File: src/rtl/cpu_mem_arbiter.sv
// Single-port memory arbiter between instruction fetch (IF) and load/store (D).
// Define CPU_MEM_ARB_RR_EN for round-robin; default is D priority with IF anti-starvation.
module cpu_mem_arbiter #(
    parameter int AW         = 10,
    parameter int DW         = 32,
    parameter int MEM_LAT    = 1,
    parameter int STARVE_MAX = 4
) (
    input  logic          CLK,
    input  logic          Reset,
    input  logic          if_req,
    input  logic [AW-1:0] if_addr,
    output logic          if_gnt,
    output logic          if_rvalid,
    output logic [DW-1:0] if_rdata,
    input  logic          d_req,
    input  logic          d_we,
    input  logic [AW-1:0] d_addr,
    input  logic [DW-1:0] d_wdata,
    output logic          d_gnt,
    output logic          d_rvalid,
    output logic [DW-1:0] d_rdata,
    output logic          mem_en,
    output logic          mem_we,
    output logic [AW-1:0] mem_addr,
    output logic [DW-1:0] mem_wdata,
    input  logic [DW-1:0] mem_rdata,
    output logic          busy
);

    typedef enum logic [1:0] {
        S_IDLE,
        S_ACCESS,
        S_WAIT,
        S_RESP
    } state_e;

    state_e        state_q, state_d;
    logic [2:0]    wait_q, wait_d;
    logic          any_req, arb_en, pick_if;

    logic          if_gnt_q, if_gnt_d;
    logic          d_gnt_q, d_gnt_d;
    logic          if_rvalid_q, if_rvalid_d;
    logic          d_rvalid_q, d_rvalid_d;
    logic [DW-1:0] if_rdata_q, if_rdata_d;
    logic [DW-1:0] d_rdata_q, d_rdata_d;
    logic          mem_en_q, mem_en_d;
    logic          mem_we_q, mem_we_d;
    logic [AW-1:0] mem_addr_q, mem_addr_d;
    logic [DW-1:0] mem_wdata_q, mem_wdata_d;
    logic          busy_q, busy_d;
    logic          sel_dport_q, sel_dport_d;
    logic          acc_we_q, acc_we_d;

`ifdef CPU_MEM_ARB_RR_EN
    logic          last_if_q, last_if_d;
`else
    logic [3:0]    starve_q, starve_d;
`endif

    // Arbitration happens only on the edge leaving IDLE or RESP.
    always_comb begin
        any_req = if_req | d_req;
        arb_en  = any_req && (state_q == S_IDLE || state_q == S_RESP);
`ifdef CPU_MEM_ARB_RR_EN
        pick_if   = if_req && (!d_req || !last_if_q);
        last_if_d = arb_en ? pick_if : last_if_q;
`else
        pick_if  = if_req && (!d_req || starve_q == 4'(STARVE_MAX));
        starve_d = starve_q;
        if (arb_en) begin
            if (pick_if) begin
                starve_d = '0;
            end else if (if_req) begin
                starve_d = starve_q + 4'd1;
            end
        end
`endif
    end

    always_ff @(posedge CLK or negedge Reset) begin
        if (!Reset) begin
            state_q <= S_IDLE;
            wait_q  <= '0;
        end else begin
            state_q <= state_d;
            wait_q  <= wait_d;
        end
    end

    always_comb begin
        state_d = state_q;
        wait_d  = wait_q;
        unique case (state_q)
            S_IDLE: begin
                if (any_req) state_d = S_ACCESS;
            end
            S_ACCESS: begin
                if (MEM_LAT == 1) begin
                    state_d = S_RESP;
                end else begin
                    state_d = S_WAIT;
                    wait_d  = '0;
                end
            end
            S_WAIT: begin
                if (wait_q == 3'(MEM_LAT - 2)) begin
                    state_d = S_RESP;
                end else begin
                    wait_d = wait_q + 3'd1;
                end
            end
            S_RESP: begin
                state_d = any_req ? S_ACCESS : S_IDLE;
            end
            default: state_d = S_IDLE;
        endcase
    end

    always_comb begin
        if_gnt_d    = 1'b0;
        d_gnt_d     = 1'b0;
        if_rvalid_d = 1'b0;
        d_rvalid_d  = 1'b0;
        mem_en_d    = 1'b0;
        mem_we_d    = 1'b0;
        if_rdata_d  = if_rdata_q;
        d_rdata_d   = d_rdata_q;
        mem_addr_d  = mem_addr_q;
        mem_wdata_d = mem_wdata_q;
        sel_dport_d = sel_dport_q;
        acc_we_d    = acc_we_q;
        busy_d      = (state_d != S_IDLE);
        if (arb_en) begin
            mem_en_d    = 1'b1;
            if_gnt_d    = pick_if;
            d_gnt_d     = !pick_if;
            sel_dport_d = !pick_if;
            acc_we_d    = !pick_if && d_we;
            mem_we_d    = acc_we_d;
            mem_addr_d  = pick_if ? if_addr : d_addr;
            mem_wdata_d = pick_if ? '0 : d_wdata;
        end
        // Response uses the latched winner, not a new winner picked this edge.
        if (state_q == S_RESP) begin
            if (sel_dport_q) begin
                d_rvalid_d = 1'b1;
                d_rdata_d  = acc_we_q ? '0 : mem_rdata;
            end else begin
                if_rvalid_d = 1'b1;
                if_rdata_d  = mem_rdata;
            end
        end
    end

    always_ff @(posedge CLK or negedge Reset) begin
        if (!Reset) begin
            if_gnt_q    <= 1'b0;
            d_gnt_q     <= 1'b0;
            if_rvalid_q <= 1'b0;
            d_rvalid_q  <= 1'b0;
            if_rdata_q  <= '0;
            d_rdata_q   <= '0;
            mem_en_q    <= 1'b0;
            mem_we_q    <= 1'b0;
            mem_addr_q  <= '0;
            mem_wdata_q <= '0;
            busy_q      <= 1'b0;
            sel_dport_q <= 1'b0;
            acc_we_q    <= 1'b0;
`ifdef CPU_MEM_ARB_RR_EN
            last_if_q   <= 1'b0;
`else
            starve_q    <= '0;
`endif
        end else begin
            if_gnt_q    <= if_gnt_d;
            d_gnt_q     <= d_gnt_d;
            if_rvalid_q <= if_rvalid_d;
            d_rvalid_q  <= d_rvalid_d;
            if_rdata_q  <= if_rdata_d;
            d_rdata_q   <= d_rdata_d;
            mem_en_q    <= mem_en_d;
            mem_we_q    <= mem_we_d;
            mem_addr_q  <= mem_addr_d;
            mem_wdata_q <= mem_wdata_d;
            busy_q      <= busy_d;
            sel_dport_q <= sel_dport_d;
            acc_we_q    <= acc_we_d;
`ifdef CPU_MEM_ARB_RR_EN
            last_if_q   <= last_if_d;
`else
            starve_q    <= starve_d;
`endif
        end
    end

    assign if_gnt    = if_gnt_q;
    assign d_gnt     = d_gnt_q;
    assign if_rvalid = if_rvalid_q;
    assign d_rvalid  = d_rvalid_q;
    assign if_rdata  = if_rdata_q;
    assign d_rdata   = d_rdata_q;
    assign mem_en    = mem_en_q;
    assign mem_we    = mem_we_q;
    assign mem_addr  = mem_addr_q;
    assign mem_wdata = mem_wdata_q;
    assign busy      = busy_q;

endmodule

File: config.mk
export PLATFORM = sky130hd
export DESIGN_NAME = cpu_mem_arbiter
export DESIGN_NICKNAME = d
export VERILOG_FILES = /design/src/rtl/cpu_mem_arbiter.sv
export SDC_FILE = /design/constraint.sdc
export NUM_CORES = 1
export LEC_CHECK = 0
export CORE_MARGIN = 3
export CORE_UTILIZATION = 30
export CTS_CLUSTER_DIAMETER = 40
export DETAILED_ROUTE_END_ITERATION = 12
export GPL_TIMING_DRIVEN = 0
export PLACE_DENSITY_LB_ADDON = 0.2
export SLEW_MARGIN = 40
export SYNTH_ARGS = -nofsm -noshare
export SYNTH_HDL_FRONTEND = slang
export SYNTH_SLANG_ARGS = --single-unit
File: constraint.sdc
create_clock -name CLK -period 4.2 [get_ports CLK]
set_clock_uncertainty 0.1 [all_clocks]
set_input_delay 0.63 -clock CLK [delete_from_list [all_inputs] [get_ports CLK]]
set_output_delay 0.63 -clock CLK [all_outputs]
set_load 0.01 [all_outputs]
==> metrics.yaml <==
grt:
  met3_usage_pct: 5.51
  antenna_found_initial: 0
  grt_pass1_vias: 3927
  grtUsageMet1_pct: 18.9
  globalRoute.busiestLayer: "met2"
  track_usage_pct: 14.9
  grtUsageMet2_pct: 23.7
  gr-total-overflow: 0
  grt_pass1_wl_um: 21100
  grt_max_degree: 66
logic_synthesis:
  synth-edff-count: 0
  syn-cell-area_mm2: 0.00493
  ys_seq_elements: 124
  yosysSeqAreaShare_pct: 62.9
  yosysWarnings: 0
  syn_area_per_cell_um2: 13.0
  synth.most_common_cell: "dfrtp_1"
  netlist.area_leader.share_pct: 62.9
  async_flop_share_pct: 100
  synthTopCellsByArea: "dfrtp_1 63%, mux2_2 7.8%, a22o_1 5.0%"
  synth_cell_types: 31
  synthFlopType: "dfrtp_1"
  syn-num-nets: 476
  synth_largest_area_cell: "dfrtp_1"
  synth_common_cells: "124 x dfrtp_1, 37 x nand2_1, 35 x o21ai_0"
  syn_inst: 380
detailed_routing:
  drc: 0
  antenna_left: 0
  vias: 3757
  viasPerCell: 4.54
  drt_pass1_iterations: 4
  initialDrtViolationCount: 108
  post_drt_wl_per_cell_um: 15.8
  wl_um: 13100
sta:
  slew_violations: 0
  max_freq_mhz: 463
  setup_viol: 0
  whs_ns: 0.0490
  fin_tns_setup_ns: 0
  post-route-period-util_pct: 51.5
  final.min_clock_period_ns: 2.16
  tightestPinTransition_ns: 0.617
  slew_headroom_pct: 58.9
  rsz0062_at_grt: "false"
  hold_viol_final: 0
worst_setup_path:
  worstSetupStartpointType: "input pin"
  path_cells: "clkdlybuf4s50_1 > o21bai_1 > buf_4 > buf_4 > a22o_1"
  crit_required_ns: 4.44
  end_kind: "register"
  worstSetupPathType: "in2reg"
  crit_top_cell: "buf_4"
  critPathMaxFanout: 10
  crit_arrival_ns: 2.40
  slowest_stage: "clkdlybuf4s50_1"
  crit_path_max_incr_delay_ns: 0.54
layout:
  diodes: 0
  drive_gt1_share_pct: 15.4
  nets: 696
  final_cells: 827
  fin_util_pct: 48.6
  area_growth_pct: 57.7
floorplanning:
  rows: 46
  dieHeight_um: 134
  die_w_um: 134
  coreArea_mm2: 0.0160
  fp.dieArea_mm2: 0.0180
  io_pins: 202
  start_util_pct: 30.8
clock_tree:
  cts-root-buf: "clkbuf_16"
  cts.repair.resized: 0
  worstSkewPairLatency_ns: 0.41
  cts_setup_buffers: 0
  cts_num_sinks: 124
  h-tree-depth: 4
  max-clock-path-buffers: 2
  cts_tree: "yes"
  clk_pin_slew_ns: 0.05
  cts_hold_buf: 0
  cts_buffers: 17
placement:
  port_buffers: 200
  dp_hpwl_um: 9670
  gp_congestion: 0.737
  place_inst: 797
job:
  cap_violations: 0
outcome:
  status: "finished clean"
pwr:
  p_int_w: 0.00418
  swShare_pct: 32.2
  p_switching_w: 0.00199
  power_frac_seq_pct: 33.3
  total_power_w: 0.00616
  clkPwrFrac_pct: 21.3
  leakage_nw: 3.37
  ir_drop_v: 0.000290
  p_comb_share_pct: 45.4
  p_per_area_mw_per_mm2: 793
min_path:
  holdCritPathClass: "in2async"
==> routing by layer <==
layer | share of wire [%] | vias to the layer above
li1 | - | 1780
met1 | 44 | 1830
met2 | 47 | 127
met3 | 6.7 | 20
met4 | 1.8 | 0
met5 | 0 | -
==> cell type report <==
class,count,area (um^2)
plain buffers,23,143
fillers,1465,8230
repair buffers,201,2030
inverters,10,37.5
multi-input cells,223,1650
flip-flops and latches,124,3100
clock buffers,24,502
clock inverters,6,37.5
well taps,216,270
==> logic make-up after synthesis <==
logic type	count (synthesis)	share of synthesized area, %
adder cells (fa/ha/maj)	7	1.78
AO/OA/AOI/OAI	90	13.9
multiplexers	34	7.77
AND/OR/NAND/NOR	91	9.80
flip-flops	124	62.9
XOR/XNOR	1	0.178
buffers and inverters	33	3.65
==> critical path: cells and delay by family <==
family / cells / cell delay (ns)
buffers and inverters: 3 / 1.05
AO/OA/AOI/OAI: 2 / 0.72
==> power groups by stage <==
| stage | logic (W) | clock network, W | registers [W] |
|---|---|---|---|
| CTS | 0.00286 | 0.00136 | 0.00206 |
| floorplan | 0.00117 | 0 | 0.00226 |
| finish | 0.00280 | 0.00132 | 0.00205 |
| global placement | 0.00279 | 0 | 0.00205 |
| detailed placement | 0.00285 | 0 | 0.00206 |
| global route | 0.00305 | 0.00141 | 0.00211 |
==> through the flow <==
step	setup WS (ns)	instance area, um^2
after floorplan	2.37	4930
after global placement	-2.48	7200
after detailed placement	1.58	7230
after CTS	2.01	7770
after global routing	1.93	7770
final	2.04	7770
==> path summary, 6_finish.rpt <==
check	slack [ns]	cells past startpoint	to	from
max reg2reg	2.09	6	mem_addr[7]	state_q[0]
min reg2reg	0.38	2	d_rdata[26]	d_rdata[26]
max	2.04	5	mem_wdata[25]	if_req
min in group CLK	0.38	2	d_rdata[26]	d_rdata[26]
max in group asynchronous	3.26	2	mem_wdata[22]	Reset
min	0.05	1	if_rdata[11]	Reset
==> cells in the final DEF (no fill, tap or decap), types with 4 or more instances in the layout <==
cell type / synthesis / layout
clkbuf_1: 10 / 12
ha_1: 7 / 7
clkbuf_8: 0 / 5
clkdlybuf4s50_1: 0 / 199
dfrtp_1: 124 / 124
buf_4: 6 / 6
a22o_2: 5 / 5
o21ai_0: 35 / 35
nand2b_1: 33 / 33
buf_6: 4 / 4
nand2_1: 37 / 37
inv_1: 10 / 10
mux2_2: 34 / 34
and2_1: 9 / 9
a21oi_1: 4 / 4
a22o_1: 28 / 28
a221o_2: 10 / 10
clkbuf_16: 0 / 17
==> sequential cells by signal, indices dropped and copies added (netlist names) <==
signal	flops
mem_addr	10
if_rdata	32
busy	1
mem_en	1
state_q	2
starve_q	4
mem_wdata	32
if_gnt	1
sel_dport_q	1
d_rvalid	1
mem_we	1
d_rdata	32
d_gnt	1
wait_q	3
if_rvalid	1
acc_we_q	1
(Power assumes the default switching activity.)
